## config.mk

```make
export PLATFORM = sky130hd
export DESIGN_NAME = control_decodificador_flat
export DESIGN_NICKNAME = d
export VERILOG_FILES = /design/src/rtl/control_decodificador_if.sv /design/src/rtl/control_decodificador.sv /design/src/flat_wrapper.sv
export SDC_FILE = /design/constraint.sdc
export NUM_CORES = 1
export LEC_CHECK = 0
export ABC_AREA = 1
export CORE_ASPECT_RATIO = 0.6
export CORE_UTILIZATION = 45
export CTS_CLUSTER_DIAMETER = 80
export DETAILED_ROUTE_END_ITERATION = 12
export HOLD_SLACK_MARGIN = 0.05
export PLACE_DENSITY_LB_ADDON = 0.25
export SLEW_MARGIN = 5
export SYNTH_ARGS = -nofsm -noshare
export SYNTH_HDL_FRONTEND = slang
export SYNTH_SLANG_ARGS = --single-unit
```

## constraint.sdc

```tcl
create_clock -name clk -period 3 [get_ports clk]
set_input_delay 0.9 -clock clk [delete_from_list [all_inputs] [get_ports clk]]
set_output_delay 0.9 -clock clk [all_outputs]
set_load 0.02 [all_outputs]
```

## src/rtl/control_decodificador_if.sv

```systemverilog
// Handshake and result bus of the SECDED (8,4) receive controller.
//   slave  : the controller (consumes the word, produces the result)
//   master : the producer/consumer around it (testbench, upstream, display)
//   in_valid/in_ready/palabra_rx    : received-word handshake
//   out_valid/out_ready             : result handshake
//   dato/pos_error/error_*          : decoded result, held until acknowledged
interface control_decodificador_if;
  logic       in_valid;
  logic       in_ready;
  logic [7:0] palabra_rx;
  logic       out_valid;
  logic       out_ready;
  logic [3:0] dato;
  logic [3:0] pos_error;
  logic       error_simple;
  logic       error_doble;

  modport master (
    output in_valid, palabra_rx, out_ready,
    input  in_ready, out_valid, dato, pos_error, error_simple, error_doble
  );

  modport slave (
    input  in_valid, palabra_rx, out_ready,
    output in_ready, out_valid, dato, pos_error, error_simple, error_doble
  );
endinterface

```

## src/rtl/control_decodificador.sv

```systemverilog
// SECDED (8,4) receive sequencer: capture -> syndrome -> correct -> present.
//   clk, rst        : rising-edge clock, synchronous active-high reset
//   bus (slave)     : word in, result out, both with valid/ready
//   cnt_clr         : clears both statistics counters (wins over increments)
//   cnt_corregidos  : saturating count of corrected single errors
//   cnt_dobles      : saturating count of detected double errors
//   ocupado         : high whenever the FSM is not in IDLE
// Word layout, bit 7..0: g0 w3 w2 w1 p2 w0 p1 p0 (Hamming position k = bit k-1).
module control_decodificador #(
  parameter int CNT_W = 8
) (
  input  logic                 clk,
  input  logic                 rst,
  control_decodificador_if.slave bus,
  input  logic                 cnt_clr,
  output logic [CNT_W-1:0]     cnt_corregidos,
  output logic [CNT_W-1:0]     cnt_dobles,
  output logic                 ocupado
);

  typedef enum logic [1:0] {IDLE, SINDROME, CORRIGE, PRESENTA} state_t;

  state_t     state;
  logic [7:0] cap;

  // {eg, e2, e1, e0} of the captured word
  logic [3:0] sind;
  assign sind = {^cap,
                 cap[3] ^ cap[4] ^ cap[5] ^ cap[6],
                 cap[1] ^ cap[2] ^ cap[5] ^ cap[6],
                 cap[0] ^ cap[2] ^ cap[4] ^ cap[6]};

  // Correction works on the syndrome already registered in pos_error.
  logic [2:0] s;
  logic       eg;
  logic       es_simple;
  logic       es_doble;
  logic [7:0] mask;
  logic [7:0] fixed;

  assign s         = bus.pos_error[2:0];
  assign eg        = bus.pos_error[3];
  assign es_simple = eg;
  assign es_doble  = !eg && (s != 3'd0);

  // Only flip when a data/check position is named; eg=1 with s=0 means g0 itself
  // was hit and the payload is already good. In the double case the result is
  // forced to zero anyway, so the mask value does not matter there.
  always_comb begin
    mask = '0;
    if (s != 3'd0) mask[s - 3'd1] = 1'b1;
    fixed = cap ^ mask;
  end

  always_ff @(posedge clk) begin
    if (rst) begin
      state            <= IDLE;
      cap              <= '0;
      bus.in_ready     <= 1'b1;
      bus.out_valid    <= 1'b0;
      bus.dato         <= '0;
      bus.pos_error    <= '0;
      bus.error_simple <= 1'b0;
      bus.error_doble  <= 1'b0;
      ocupado          <= 1'b0;
      cnt_corregidos   <= '0;
      cnt_dobles       <= '0;
    end else begin
      case (state)
        IDLE: begin
          if (bus.in_valid) begin
            cap          <= bus.palabra_rx;
            bus.in_ready <= 1'b0;
            ocupado      <= 1'b1;
            state        <= SINDROME;
          end
        end
        SINDROME: begin
          bus.pos_error <= sind;
          state         <= CORRIGE;
        end
        CORRIGE: begin
          bus.dato         <= es_doble ? 4'b0000 : {fixed[6], fixed[5], fixed[4], fixed[2]};
          bus.error_simple <= es_simple;
          bus.error_doble  <= es_doble;
          bus.out_valid    <= 1'b1;
          state            <= PRESENTA;
        end
        PRESENTA: begin
          if (bus.out_ready) begin
            bus.out_valid <= 1'b0;
            bus.in_ready  <= 1'b1;
            ocupado       <= 1'b0;
            state         <= IDLE;
          end
        end
        default: begin
          bus.out_valid <= 1'b0;
          bus.in_ready  <= 1'b1;
          ocupado       <= 1'b0;
          state         <= IDLE;
        end
      endcase

      // Counters only advance in CORRIGE, so a held word is counted once.
      if (cnt_clr) begin
        cnt_corregidos <= '0;
        cnt_dobles     <= '0;
      end else if (state == CORRIGE) begin
        if (es_simple && (cnt_corregidos != '1)) cnt_corregidos <= cnt_corregidos + CNT_W'(1);
        if (es_doble  && (cnt_dobles     != '1)) cnt_dobles     <= cnt_dobles + CNT_W'(1);
      end
    end
  end

endmodule

```

## src/flat_wrapper.sv

```systemverilog
// flat-port wrapper written by rule: the top's interface ports become plain ports
module control_decodificador_flat 
#(
  parameter int CNT_W = 8
)
  (clk, rst, cnt_clr, cnt_corregidos, cnt_dobles, ocupado, bus_in_valid, bus_palabra_rx, bus_out_ready, bus_in_ready, bus_out_valid, bus_dato, bus_pos_error, bus_error_simple, bus_error_doble);
  control_decodificador_if bus_i ();
  input  logic clk;
  input  logic rst;
  input  logic cnt_clr;
  output logic [CNT_W-1:0] cnt_corregidos;
  output logic [CNT_W-1:0] cnt_dobles;
  output logic ocupado;
  input wire logic [$bits(bus_i.in_valid)-1:0] bus_in_valid;
  input wire logic [$bits(bus_i.palabra_rx)-1:0] bus_palabra_rx;
  input wire logic [$bits(bus_i.out_ready)-1:0] bus_out_ready;
  output wire logic [$bits(bus_i.in_ready)-1:0] bus_in_ready;
  output wire logic [$bits(bus_i.out_valid)-1:0] bus_out_valid;
  output wire logic [$bits(bus_i.dato)-1:0] bus_dato;
  output wire logic [$bits(bus_i.pos_error)-1:0] bus_pos_error;
  output wire logic [$bits(bus_i.error_simple)-1:0] bus_error_simple;
  output wire logic [$bits(bus_i.error_doble)-1:0] bus_error_doble;
  assign bus_i.in_valid = bus_in_valid;
  assign bus_i.palabra_rx = bus_palabra_rx;
  assign bus_i.out_ready = bus_out_ready;
  assign bus_in_ready = bus_i.in_ready;
  assign bus_out_valid = bus_i.out_valid;
  assign bus_dato = bus_i.dato;
  assign bus_pos_error = bus_i.pos_error;
  assign bus_error_simple = bus_i.error_simple;
  assign bus_error_doble = bus_i.error_doble;
  control_decodificador #(.CNT_W(CNT_W)) u_core (.clk(clk), .rst(rst), .bus(bus_i), .cnt_clr(cnt_clr), .cnt_corregidos(cnt_corregidos), .cnt_dobles(cnt_dobles), .ocupado(ocupado));
endmodule
```

==> run summary <==
GLOBAL ROUTE
------------------------------------------------------------------------------
Number of global-route vias before repair                                 1606
Total track usage                                                        21.2%
Antenna violations before repair                                             0
First-pass GRT wire length                                             7.40 mm
Pin count of the biggest net entering global routing                        17
Grt total ovfl                                                               0

CELLS AND AREA
------------------------------------------------------------------------------
Area used by sequential logic in the layout                           781 um^2
Combined area of the multi-input logic cells                         1110 um^2
Post-layout net count                                                      364
Design area                                                          2610 um^2
Post-Layout Cell Count                                                     403
Fillcell total                                                             429
Synth-to-layout area growth                                              28.0%
Number of antenna repair diodes                                              0
Layout cell share with drive strength beyond 1                           3.79%

PLACED DESIGN
------------------------------------------------------------------------------
Final weighted congestion in routability-driven placement                0.829
Post-detailed-placement cell area                                    2510 um^2
Half-perimeter wire length after placement                             3.68 mm
Post-placement cell count                                                  395
Port Buffer Count                                                           41

WORST SETUP PATH
------------------------------------------------------------------------------
Total number of cells along the worst setup path                             1
Source of the critical timing path                                u_core.bus.pos_error[3]$_SDFFE_PP0N_
Worst-path cell with the longest stage delay                      clkdlybuf4s50_1
Length in cells of the worst reg-to-reg path                                 7
End point of the critical path                                    bus_pos_error[3]
Top delay family on crit path                                     buffers and inverters
Destination of the worst register-to-register timing path         u_core.cnt_dobles[5]$_SDFFE_PP0P_
Kind of start point of the critical path                              register
Req. time, crit path                                                   2.10 ns
Buffering stage count on the worst path with inverters included              1
Crit Path Category                                                     reg2out
Worst setup slack for register-to-register paths                       1.20 ns
Critical path, cell by cell                                       clkdlybuf4s50_1
Crit. End Element                                                 primary output
CP max FO                                                                    4
Reg2reg start                                                     u_core.bus.pos_error[0]$_SDFFE_PP0N_
Delay of the slowest cell on the worst path                            0.65 ns
Crit path arrival time                                                 1.38 ns

CLOCK TREE
------------------------------------------------------------------------------
Clock sink total                                                            39
Deepest level of the CTS H-tree                                              2
Buffers inserted during post-CTS setup optimization                          0
Post-CTS resize count                                                        0
Cts-stage hold buffer count                                                  0
CTS max path bufs                                                            2
CTS tree                                                                  done
Number of buffers created by CTS                                             5
Clock transition at the registers of the reported paths                0.07 ns
Clock tree root buffer cell                                           clkbuf_8
Clock latency on the worst-skew pair                                   0.29 ns

POWER
------------------------------------------------------------------------------
Clock share of power                                                     19.3%
Total internal power                                                   1170 uW
Peak supply drop                                                    0.000364 V
Combinational group share of total power                                 44.5%
Cell area power density                                            766 nW/um^2
Portion of total power attributed to sequential cells                    36.2%
Fraction of power spent switching nets                                   41.6%
P_sw                                                                    832 uW
Leakage component of the power                                      0.00106 uW

YOSYS
------------------------------------------------------------------------------
Number of flops mapped to enable cells by yosys                              0
#FFs+latches synth                                                          39
Top cells by area in the synthesized netlist                      dfxtp_1 (38%), nand2_1 (15%), a21oi_1 (7.1%)
Synthesized netlist cell count                                             298
Synth top area share                                                     38.2%
Post-synthesis mux area share                                               0%
Yosys warnings                                                               0
Post-synthesis sequential area ratio                                     38.2%
Async SR Flop Fraction                                                      0%
Xor and xnor fraction of the mapped netlist area                         4.29%
Area share of fa/ha/maj cells after synthesis                            5.51%
Area fraction in and, or, nand and nor cells after synthesis             31.3%
Largest family of logic cells by synthesized area                 simple AND/OR/NAND/NOR gates
Number of nets in the synthesized netlist                                  320
Compound-cell area share of the yosys netlist                            13.2%
Top post-synthesis cells by count                                 nand2_1 (84), dfxtp_1 (39), inv_1 (34)
Synth cell types                                                            23
Top_reg_cell synth                                                     dfxtp_1
Post-Synthesis Cell Area                                             2040 um^2
Synth area leader                                                      dfxtp_1
Most frequent cell after synthesis                                     nand2_1
Per-instance average area after synthesis                            6.85 um^2

TIMING
------------------------------------------------------------------------------
Maximum operating frequency                                            438 MHz
Slew headroom                                                            56.0%
Total count of hold-check failures in the final report                       0
Finish-stage setup viols                                                     0
Ratio of final minimum period to clock period                            76.2%
Slew at the pin closest to its max-slew limit                         0.658 ns
Setup TNS                                                                 0 ns
Final critical-path required period                                    2.28 ns
Unrepaired setup endpoints after global routing                             no
Worst Clk Skew                                                      0.00441 ns
Final Hold Slack                                                      0.470 ns
Max-slew violation count                                                     0

ROUTING
------------------------------------------------------------------------------
Number of detailed-routing iterations run before antenna repair              5
Count of nets left with antenna violations after detail routing              0
Wire length per cell after detailed routing                            11.7 um
Drt via density                                                           4.91
DRC violation total after the first TritonRoute iteration                  116
DR vias                                                                   1978
DRC                                                                          0
Detailed Route WL                                                      4.71 mm

JOB
------------------------------------------------------------------------------
Max capacitance violation total                                              0

DIE
------------------------------------------------------------------------------
Initial cell density of the core                                         48.2%
Die Outline Area                                                     4820 um^2
Cell row count                                                              18
Area of the core region                                              4230 um^2
Chip Width                                                             89.0 um
Number of primary I/O pins                                                  42
Y dimension of the die                                                 54.2 um

MIN PATH
------------------------------------------------------------------------------
Worst min path class                                                   reg2reg

OUTCOME
------------------------------------------------------------------------------
Result of the run                                                 finished, final reports clean

## cells in the final DEF (no fill, tap or decap), types with 2 or more instances in the layout
| master | n |
|---|---|
| o21ai_0 | 18 |
| nand4_1 | 6 |
| clkbuf_8 | 7 |
| a31oi_1 | 2 |
| inv_1 | 34 |
| nand2_1 | 84 |
| nor3b_1 | 2 |
| xnor2_1 | 4 |
| nor3_1 | 6 |
| clkdlybuf4s50_1 | 41 |
| xor2_1 | 6 |
| a21oi_1 | 29 |
| dfxtp_1 | 39 |
| ha_1 | 9 |
| nor2_1 | 23 |
| nand3_1 | 24 |
## state kept, by name, indices dropped and copies added, names as in the netlist
name	flops
u_core.ocupado	1
u_core.bus.error_simple	1
u_core.cap	8
u_core.state	2
u_core.cnt_corregidos	8
u_core.cnt_dobles	8
u_core.bus.out_valid	1
u_core.bus.in_ready	1
u_core.bus.dato	4
u_core.bus.pos_error	4
u_core.bus.error_doble	1
## through the flow
stage / setup WS, ns / utilization, % / total power, uW
2_1_floorplan: 1.26 / - / 1350
3_3_place_gp: 0.678 / 59.4 / 1600
3_5_place_dp: 0.610 / 59.4 / 1620
4_1_cts: 0.703 / 61.7 / 2010
5_1_grt: 0.650 / 61.7 / 2170
6_report: 0.715 / 61.7 / 2000
## power by group through the flow
stage / Sequential, uW / Combinational [uW] / Clock (uW)
finish: 724 / 891 / 387
global route: 738 / 1020 / 418
CTS: 723 / 889 / 398
detailed placement: 734 / 886 / 0
global placement: 733 / 863 / 0
floorplan: 768 / 578 / 0
## layer usage
metal | vias up | track usage, % | routed length (um)
met5 | - | 0 | 0
met4 | 0 | 3.97 | 33
met3 | 4 | 7.21 | 301
met2 | 57 | 28.2 | 1770
met1 | 866 | 32.3 | 2610
li1 | 1051 | - | -
## layout make-up
type / count / area share [%]
multi-input cells: 219 / 42.4
well taps: 60 / 2.87
flip-flops and latches: 39 / 29.9
clock buffers: 8 / 3.83
inverters: 35 / 5.03
repair buffers: 42 / 16.0
## worst min path at each step
stage | startpoint | endpoint | slack, ns | depth (start not counted)
finish | u_core.bus.dato[0]$_SDFFE_PP0P_ | u_core.bus.dato[0]$_SDFFE_PP0P_ | 0.47 | 2
global route | u_core.bus.dato[0]$_SDFFE_PP0P_ | u_core.bus.dato[0]$_SDFFE_PP0P_ | 0.49 | 2
CTS | u_core.bus.dato[0]$_SDFFE_PP0P_ | u_core.bus.dato[0]$_SDFFE_PP0P_ | 0.47 | 2
detailed placement | u_core.bus.dato[0]$_SDFFE_PP0P_ | u_core.bus.dato[0]$_SDFFE_PP0P_ | 0.46 | 2
global placement | u_core.ocupado$_SDFFE_PP0P_ | u_core.ocupado$_SDFFE_PP0P_ | 0.45 | 2
floorplan | u_core.cap[7]$_SDFFE_PP0P_ | u_core.cap[7]$_SDFFE_PP0P_ | 0.48 | 2
## cell families after synthesis
| group | Yosys count |
|---|---|
| compound gates | 52 |
| xor+xnor | 10 |
| fa+ha+maj | 9 |
| buf+inv | 40 |
| flops | 39 |
| simple gates | 148 |
Power figures use the tool's default switching activity.
